## src/rtl/sram_pkg.sv

```systemverilog
// Purpose : shared types and helpers for the byte-wide SRAM access controller.
// Latency : n/a (package only).
// Backpressure: n/a (package only).
//
// Contents: FSM state encoding, chip-count constant, lane select and
// active-low chip-enable decode helpers.
package sram_pkg;

   // Four 512Kx16 chips; address bits [20:19] pick one of them.
   localparam int N_CHIPS = 4;

   typedef enum logic [2:0] {
      ST_IDLE   = 3'd0,
      ST_WSETUP = 3'd1,
      ST_WPULSE = 3'd2,
      ST_WHOLD  = 3'd3,
      ST_RWAIT  = 3'd4,
      ST_DONE   = 3'd5
   } state_e;

   // Odd chips (1, 3) carry the upper byte lane, even chips the lower one.
   function automatic logic lane_of(input logic [20:0] addr);
      return addr[19];
   endfunction

   // One-cold chip enable for the selected chip.
   function automatic logic [N_CHIPS-1:0] ce_decode(input logic [1:0] sel);
      return ~(N_CHIPS'(1) << sel);
   endfunction

endpackage

```

## src/rtl/sram_byte_ctrl.sv

```systemverilog
// Purpose : byte-wide access controller in front of four 512Kx16 SRAM chips.
// Latency : write ack at N+3+WE_PULSE, read ack at N+1+RD_WAIT (N = req sampled in IDLE).
// Backpressure: busy is high outside IDLE; req is only sampled in IDLE, so holding it waits.
//
// Ports:
//   clk_100, reset_n            clock, asynchronous active-low reset
//   req, we, addr, wdata        core request (level), latched only in IDLE
//   rdata, ack, busy            read byte, one-cycle completion pulse, busy flag
//   sram_a, sram_d_out          SRAM word address, write data (byte on both lanes)
//   sram_d_in                   SRAM data pins, read path
//   sram_d_oe_hi/_lo            pad drive enables for D[15:8] / D[7:0]
//   sram_ce_n, sram_oe_n,
//   sram_we_n                   active-low SRAM strobes
module sram_byte_ctrl
   import sram_pkg::*;
#(
   parameter int WE_PULSE = 2,
   parameter int RD_WAIT  = 2
) (
   input  logic                clk_100,
   input  logic                reset_n,
   input  logic                req,
   input  logic                we,
   input  logic [20:0]         addr,
   input  logic [7:0]          wdata,
   output logic [7:0]          rdata,
   output logic                ack,
   output logic                busy,
   output logic [18:0]         sram_a,
   output logic [15:0]         sram_d_out,
   input  logic [15:0]         sram_d_in,
   output logic                sram_d_oe_hi,
   output logic                sram_d_oe_lo,
   output logic [N_CHIPS-1:0]  sram_ce_n,
   output logic                sram_oe_n,
   output logic                sram_we_n
);

   localparam int CNT_MAX = (WE_PULSE > RD_WAIT) ? WE_PULSE : RD_WAIT;
   localparam int CNT_W   = $clog2(CNT_MAX) + 1;

   // FSM, wait-state counter and latched request
   state_e             state_q, state_d;
   logic [CNT_W-1:0]   cnt_q,   cnt_d;
   logic [20:0]        addr_q,  addr_d;
   logic [7:0]         wdata_q, wdata_d;

   // Registered outputs
   logic [7:0]         rdata_q, rdata_d;
   logic               ack_q,   ack_d;
   logic [N_CHIPS-1:0] ce_n_q,  ce_n_d;
   logic               oe_n_q,  oe_n_d;
   logic               we_n_q,  we_n_d;
   logic               doe_hi_q, doe_hi_d;
   logic               doe_lo_q, doe_lo_d;

   logic               wr_drive;

   // Next-state logic. The counter is loaded on entry to a timed state
   // with (length-1) and counts down to zero, so it never wraps.
   always_comb begin
      state_d = state_q;
      cnt_d   = cnt_q;
      addr_d  = addr_q;
      wdata_d = wdata_q;
      rdata_d = rdata_q;

      case (state_q)
         ST_IDLE: begin
            if (req) begin
               addr_d  = addr;
               wdata_d = wdata;
               if (we) begin
                  state_d = ST_WSETUP;
               end else begin
                  state_d = ST_RWAIT;
                  cnt_d   = CNT_W'(RD_WAIT - 1);
               end
            end
         end
         ST_WSETUP: begin
            state_d = ST_WPULSE;
            cnt_d   = CNT_W'(WE_PULSE - 1);
         end
         ST_WPULSE: begin
            if (cnt_q == '0) begin
               state_d = ST_WHOLD;
            end else begin
               cnt_d = cnt_q - CNT_W'(1);
            end
         end
         ST_WHOLD: begin
            state_d = ST_DONE;
         end
         ST_RWAIT: begin
            if (cnt_q == '0) begin
               // Capture on the edge that ends the last wait cycle.
               state_d = ST_DONE;
               rdata_d = lane_of(addr_q) ? sram_d_in[15:8] : sram_d_in[7:0];
            end else begin
               cnt_d = cnt_q - CNT_W'(1);
            end
         end
         ST_DONE: begin
            state_d = ST_IDLE;
         end
         default: begin
            state_d = ST_IDLE;
         end
      endcase
   end

   // Strobes are decoded from the *next* state and registered, so every
   // SRAM-side pin is a flop output and cannot glitch.
   always_comb begin
      wr_drive = (state_d == ST_WSETUP) || (state_d == ST_WPULSE) ||
                 (state_d == ST_WHOLD);

      ce_n_d   = {N_CHIPS{1'b1}};
      if (wr_drive || (state_d == ST_RWAIT)) begin
         ce_n_d = ce_decode(addr_d[20:19]);
      end

      we_n_d   = (state_d != ST_WPULSE);
      oe_n_d   = (state_d != ST_RWAIT);
      // Data stays driven through WHOLD, giving one cycle of hold after WE_n rises.
      doe_hi_d = wr_drive &  lane_of(addr_d);
      doe_lo_d = wr_drive & ~lane_of(addr_d);
      ack_d    = (state_d == ST_DONE);
   end

   always_ff @(posedge clk_100 or negedge reset_n) begin
      if (!reset_n) begin
         state_q  <= ST_IDLE;
         cnt_q    <= '0;
         addr_q   <= '0;
         wdata_q  <= '0;
         rdata_q  <= '0;
         ack_q    <= 1'b0;
         ce_n_q   <= {N_CHIPS{1'b1}};
         oe_n_q   <= 1'b1;
         we_n_q   <= 1'b1;
         doe_hi_q <= 1'b0;
         doe_lo_q <= 1'b0;
      end else begin
         state_q  <= state_d;
         cnt_q    <= cnt_d;
         addr_q   <= addr_d;
         wdata_q  <= wdata_d;
         rdata_q  <= rdata_d;
         ack_q    <= ack_d;
         ce_n_q   <= ce_n_d;
         oe_n_q   <= oe_n_d;
         we_n_q   <= we_n_d;
         doe_hi_q <= doe_hi_d;
         doe_lo_q <= doe_lo_d;
      end
   end

   assign rdata        = rdata_q;
   assign ack          = ack_q;
   assign busy         = (state_q != ST_IDLE);
   assign sram_a       = addr_q[18:0];
   assign sram_d_out   = {wdata_q, wdata_q};
   assign sram_d_oe_hi = doe_hi_q;
   assign sram_d_oe_lo = doe_lo_q;
   assign sram_ce_n    = ce_n_q;
   assign sram_oe_n    = oe_n_q;
   assign sram_we_n    = we_n_q;

endmodule

```

## config.mk

```make
export PLATFORM = sky130hd
export DESIGN_NAME = sram_byte_ctrl
export DESIGN_NICKNAME = d
export VERILOG_FILES = /design/src/rtl/sram_pkg.sv /design/src/rtl/sram_byte_ctrl.sv
export SDC_FILE = /design/constraint.sdc
export NUM_CORES = 1
export LEC_CHECK = 0
export ABC_AREA = 1
export BUFFER_PORTS_ARGS = -buffer_cell sky130_fd_sc_hd__buf_4
export CORE_MARGIN = 2
export CORE_UTILIZATION = 50
export DETAILED_ROUTE_END_ITERATION = 8
export GPL_TIMING_DRIVEN = 0
export PLACE_DENSITY = 0.84
export SLEW_MARGIN = 0
export SYNTH_ARGS = -nofsm -noshare
export SYNTH_HDL_FRONTEND = slang
export SYNTH_SLANG_ARGS = --single-unit
```

## constraint.sdc

```tcl
create_clock -name clk_100 -period 2.7 [get_ports clk_100]
set_input_delay 0.405 -clock clk_100 [delete_from_list [all_inputs] [get_ports clk_100]]
set_output_delay 0.405 -clock clk_100 [all_outputs]
set_load 0.02 [all_outputs]
```

==> qor.yml <==
synthToLayoutAreaGrowth_pct: 41.1
synth_flop_cell: "dfrtp_1"
rr_worst_depth: 9
yosysWarnings: 0
drtAntennaViolNets: 0
synth.cell_area_mm2: 0.00230
row_count: 24
worst_setup_path_end_kind: "output port"
core_area_mm2: 0.00438
vias_per_cell: 4.67
num_vias: 1727
place_ws_ps: 1180
max_clock_freq_mhz: 624
min_period_ps: 1600
dieArea_mm2: 0.00516
synth_compound_area_frac: 0.0359
maxCapViolCount: 0
port_buffers: 101
crit_type: "register to output port"
synth_top_family_by_area: "buffers and inverters"
multi_input_area_um2: 699
setup_viol: 0
ys_seq_area_frac: 0.558
gp_congestion: 0.706
regToRegSetupSlack_ps: 1190
hold_viol: 0
routedWlPerCell_um: 13.0
fillers: 323
async_flop_share: 1.00
synth_largest_area_cell: "dfrtp_1"
synth_edf_count: 0
yosysUniqueCellTypes: 21
synthAdderAreaFrac: 0.00544
p_leak_nw: 1.67
track_usage: 0.188
fin_nets: 367
htree_levels: 2
register_area_mm2: 0.00128
drc_errors: 0
layout.cells.non_filler: 370
antenna_found_initial: 0
synth_xor_area_frac: 0
cts_tree: "done"
synth-seq-cells: 51
ctsHoldBuffers: 0
rsz0062_at_grt: "no"
ios: 102
dpl.hpwl_um: 3790
power_density_mw_per_mm2: 1300
synth.most_common_cell: "dfrtp_1"
grt_max_degree: 52
status: "finished clean"
startpoint_type: "register"
synth.avg_cell_area_um2: 11.0
cts_resized: 0
syn-num-nets: 259
worst_pin_slew_ps: 610
report.final.slew_viol_count: 0
required_ps: 2300
first_pass_iters: 4
rr_startpoint: "cnt_q[0]$_DFFE_PN0P_"
clockBufferDepth: 2
dp.cells: 362
cts_root_buf: "clkbuf_8"
timing.rr.end: "rdata[7]$_DFFE_PN0P_"
fin_ws_ps: 1100
grt_overflow: 0
routed_wl_um: 4800
relSlewSlack: 0.593
cts.sinks: 51
post_cts_buffers: 0
synth_top_area_frac: 0.489
period_share: 0.594
dr.first_iter.drc_count: 69
hp-class: "input port to async pin"
synth_common_cells: "dfrtp_1, nand2_1, buf_4"
initial_core_util: 0.525
ir_worst_vdd_uv: 602
drive_gt1_frac: 0.591
die_y_um: 71.8
first_global_vias: 1652
finalSetupTns_ps: 0
synthTopCellsByArea: "dfrtp_1, mux2_2, buf_4"
clk_pin_slew_ps: 100
die_x_um: 71.8
finClkSkew_ps: 10.7
num_antenna_cells: 0
synthCells: 209
cts_inserted_buffers: 5
hold_slack_ps: 109
yosys.area_share.simple: 0.131
path_max_fanout: 4
grt_pass1_wl_um: 7380
clk-insertion-delay-late_ps: 310
synthMuxAreaShare: 0.132
arrival_ps: 1200
final_util: 0.740
==> cells by family after synthesis <==
kind of cell	after synthesis
AOI/OAI and AO/OA	13
adders and majority gates	1
buffers and inverters	49
DFF	51
muxes	27
and+or+nand+nor	68
==> how the worst max path moves through the flow <==
stage                              start                    to  slack (ps)  cells after the start
floorplan           cnt_q[0]$_DFFE_PN0P_  rdata[6]$_DFFE_PN0P_        1400                      9
global placement    cnt_q[0]$_DFFE_PN0P_  rdata[7]$_DFFE_PN0P_        1240                      9
detailed placement  cnt_q[0]$_DFFE_PN0P_  rdata[6]$_DFFE_PN0P_        1180                      9
CTS                 state_q[0]$_DFF_PN0_                  busy        1090                      5
global route        state_q[0]$_DFF_PN0_                  busy        1040                      5
finish              state_q[0]$_DFF_PN0_                  busy        1100                      5
==> metal layers <==
metal  up-vias  share of wire  GRT usage
met5         -              0          0
met2        67           0.50      0.324
met4         0         0.0092     0.0692
li1        859              -          -
met3         5          0.073     0.0450
met1       796           0.41      0.229
==> sequential cells by signal, summed over array words and instances, names as in the netlist, 2 cells and up <==
register   count
addr_q        21
cnt_q          2
rdata          8
sram_ce_n      4
state_q        3
wdata_q        8
==> per-stage QoR <==
step	cell area (µm²)	total power (W)
global placement	3120	0.00362
detailed placement	3120	0.00371
CTS	3250	0.00427
finish	3250	0.00423
floorplan	2300	0.00286
global route	3250	0.00448
==> critical path: stages (launching register included) <==
cell and delay (ps):
dfrtp_1 420, inv_2 90, nand2_2 70, nor2_4 120, inv_1 50, buf_4 150
==> layout make-up <==
| type | count | share of cell area |
|---|---|---|
| Buffer | 32 | 0.0783 |
| Clock buffer | 6 | 0.0254 |
| Clock inverter | 2 | 0.0120 |
| Inverter | 17 | 0.0197 |
| Multi-Input combinational cell | 109 | 0.215 |
| Sequential cell | 51 | 0.396 |
| Tap cell | 52 | 0.0200 |
| Timing Repair Buffer | 101 | 0.234 |
==> placed cells by master, fill, tap and decap left out <==
cell	Yosys	final
a31oi_1	8	8
buf_4	29	130
bufinv_16	0	1
clkinv_1	1	1
nand2_2	5	5
a21oi_1	1	1
nor2_1	19	19
nand2_1	33	33
inv_2	4	4
dfstp_2	6	6
nand2_4	1	1
buf_6	1	1
inv_1	12	12
dfrtp_1	45	45
nor2_4	2	2
o21ai_0	2	2
o21ai_2	2	2
clkbuf_2	1	1
clkbuf_8	0	6
ha_1	1	1
inv_6	0	1
nand3_1	8	8
buf_12	1	1
mux2_2	27	27
==> report_power, final <==
| part | switching, W | leakage, nW | internal [W] |
|---|---|---|---|
| Sequential | 0.000195 | 0.589 | 0.00114 |
| Combinational | 0.00118 | 1.02 | 0.00116 |
| Clock | 0.000252 | 0.0618 | 0.000305 |
(Power assumes the default switching activity.)
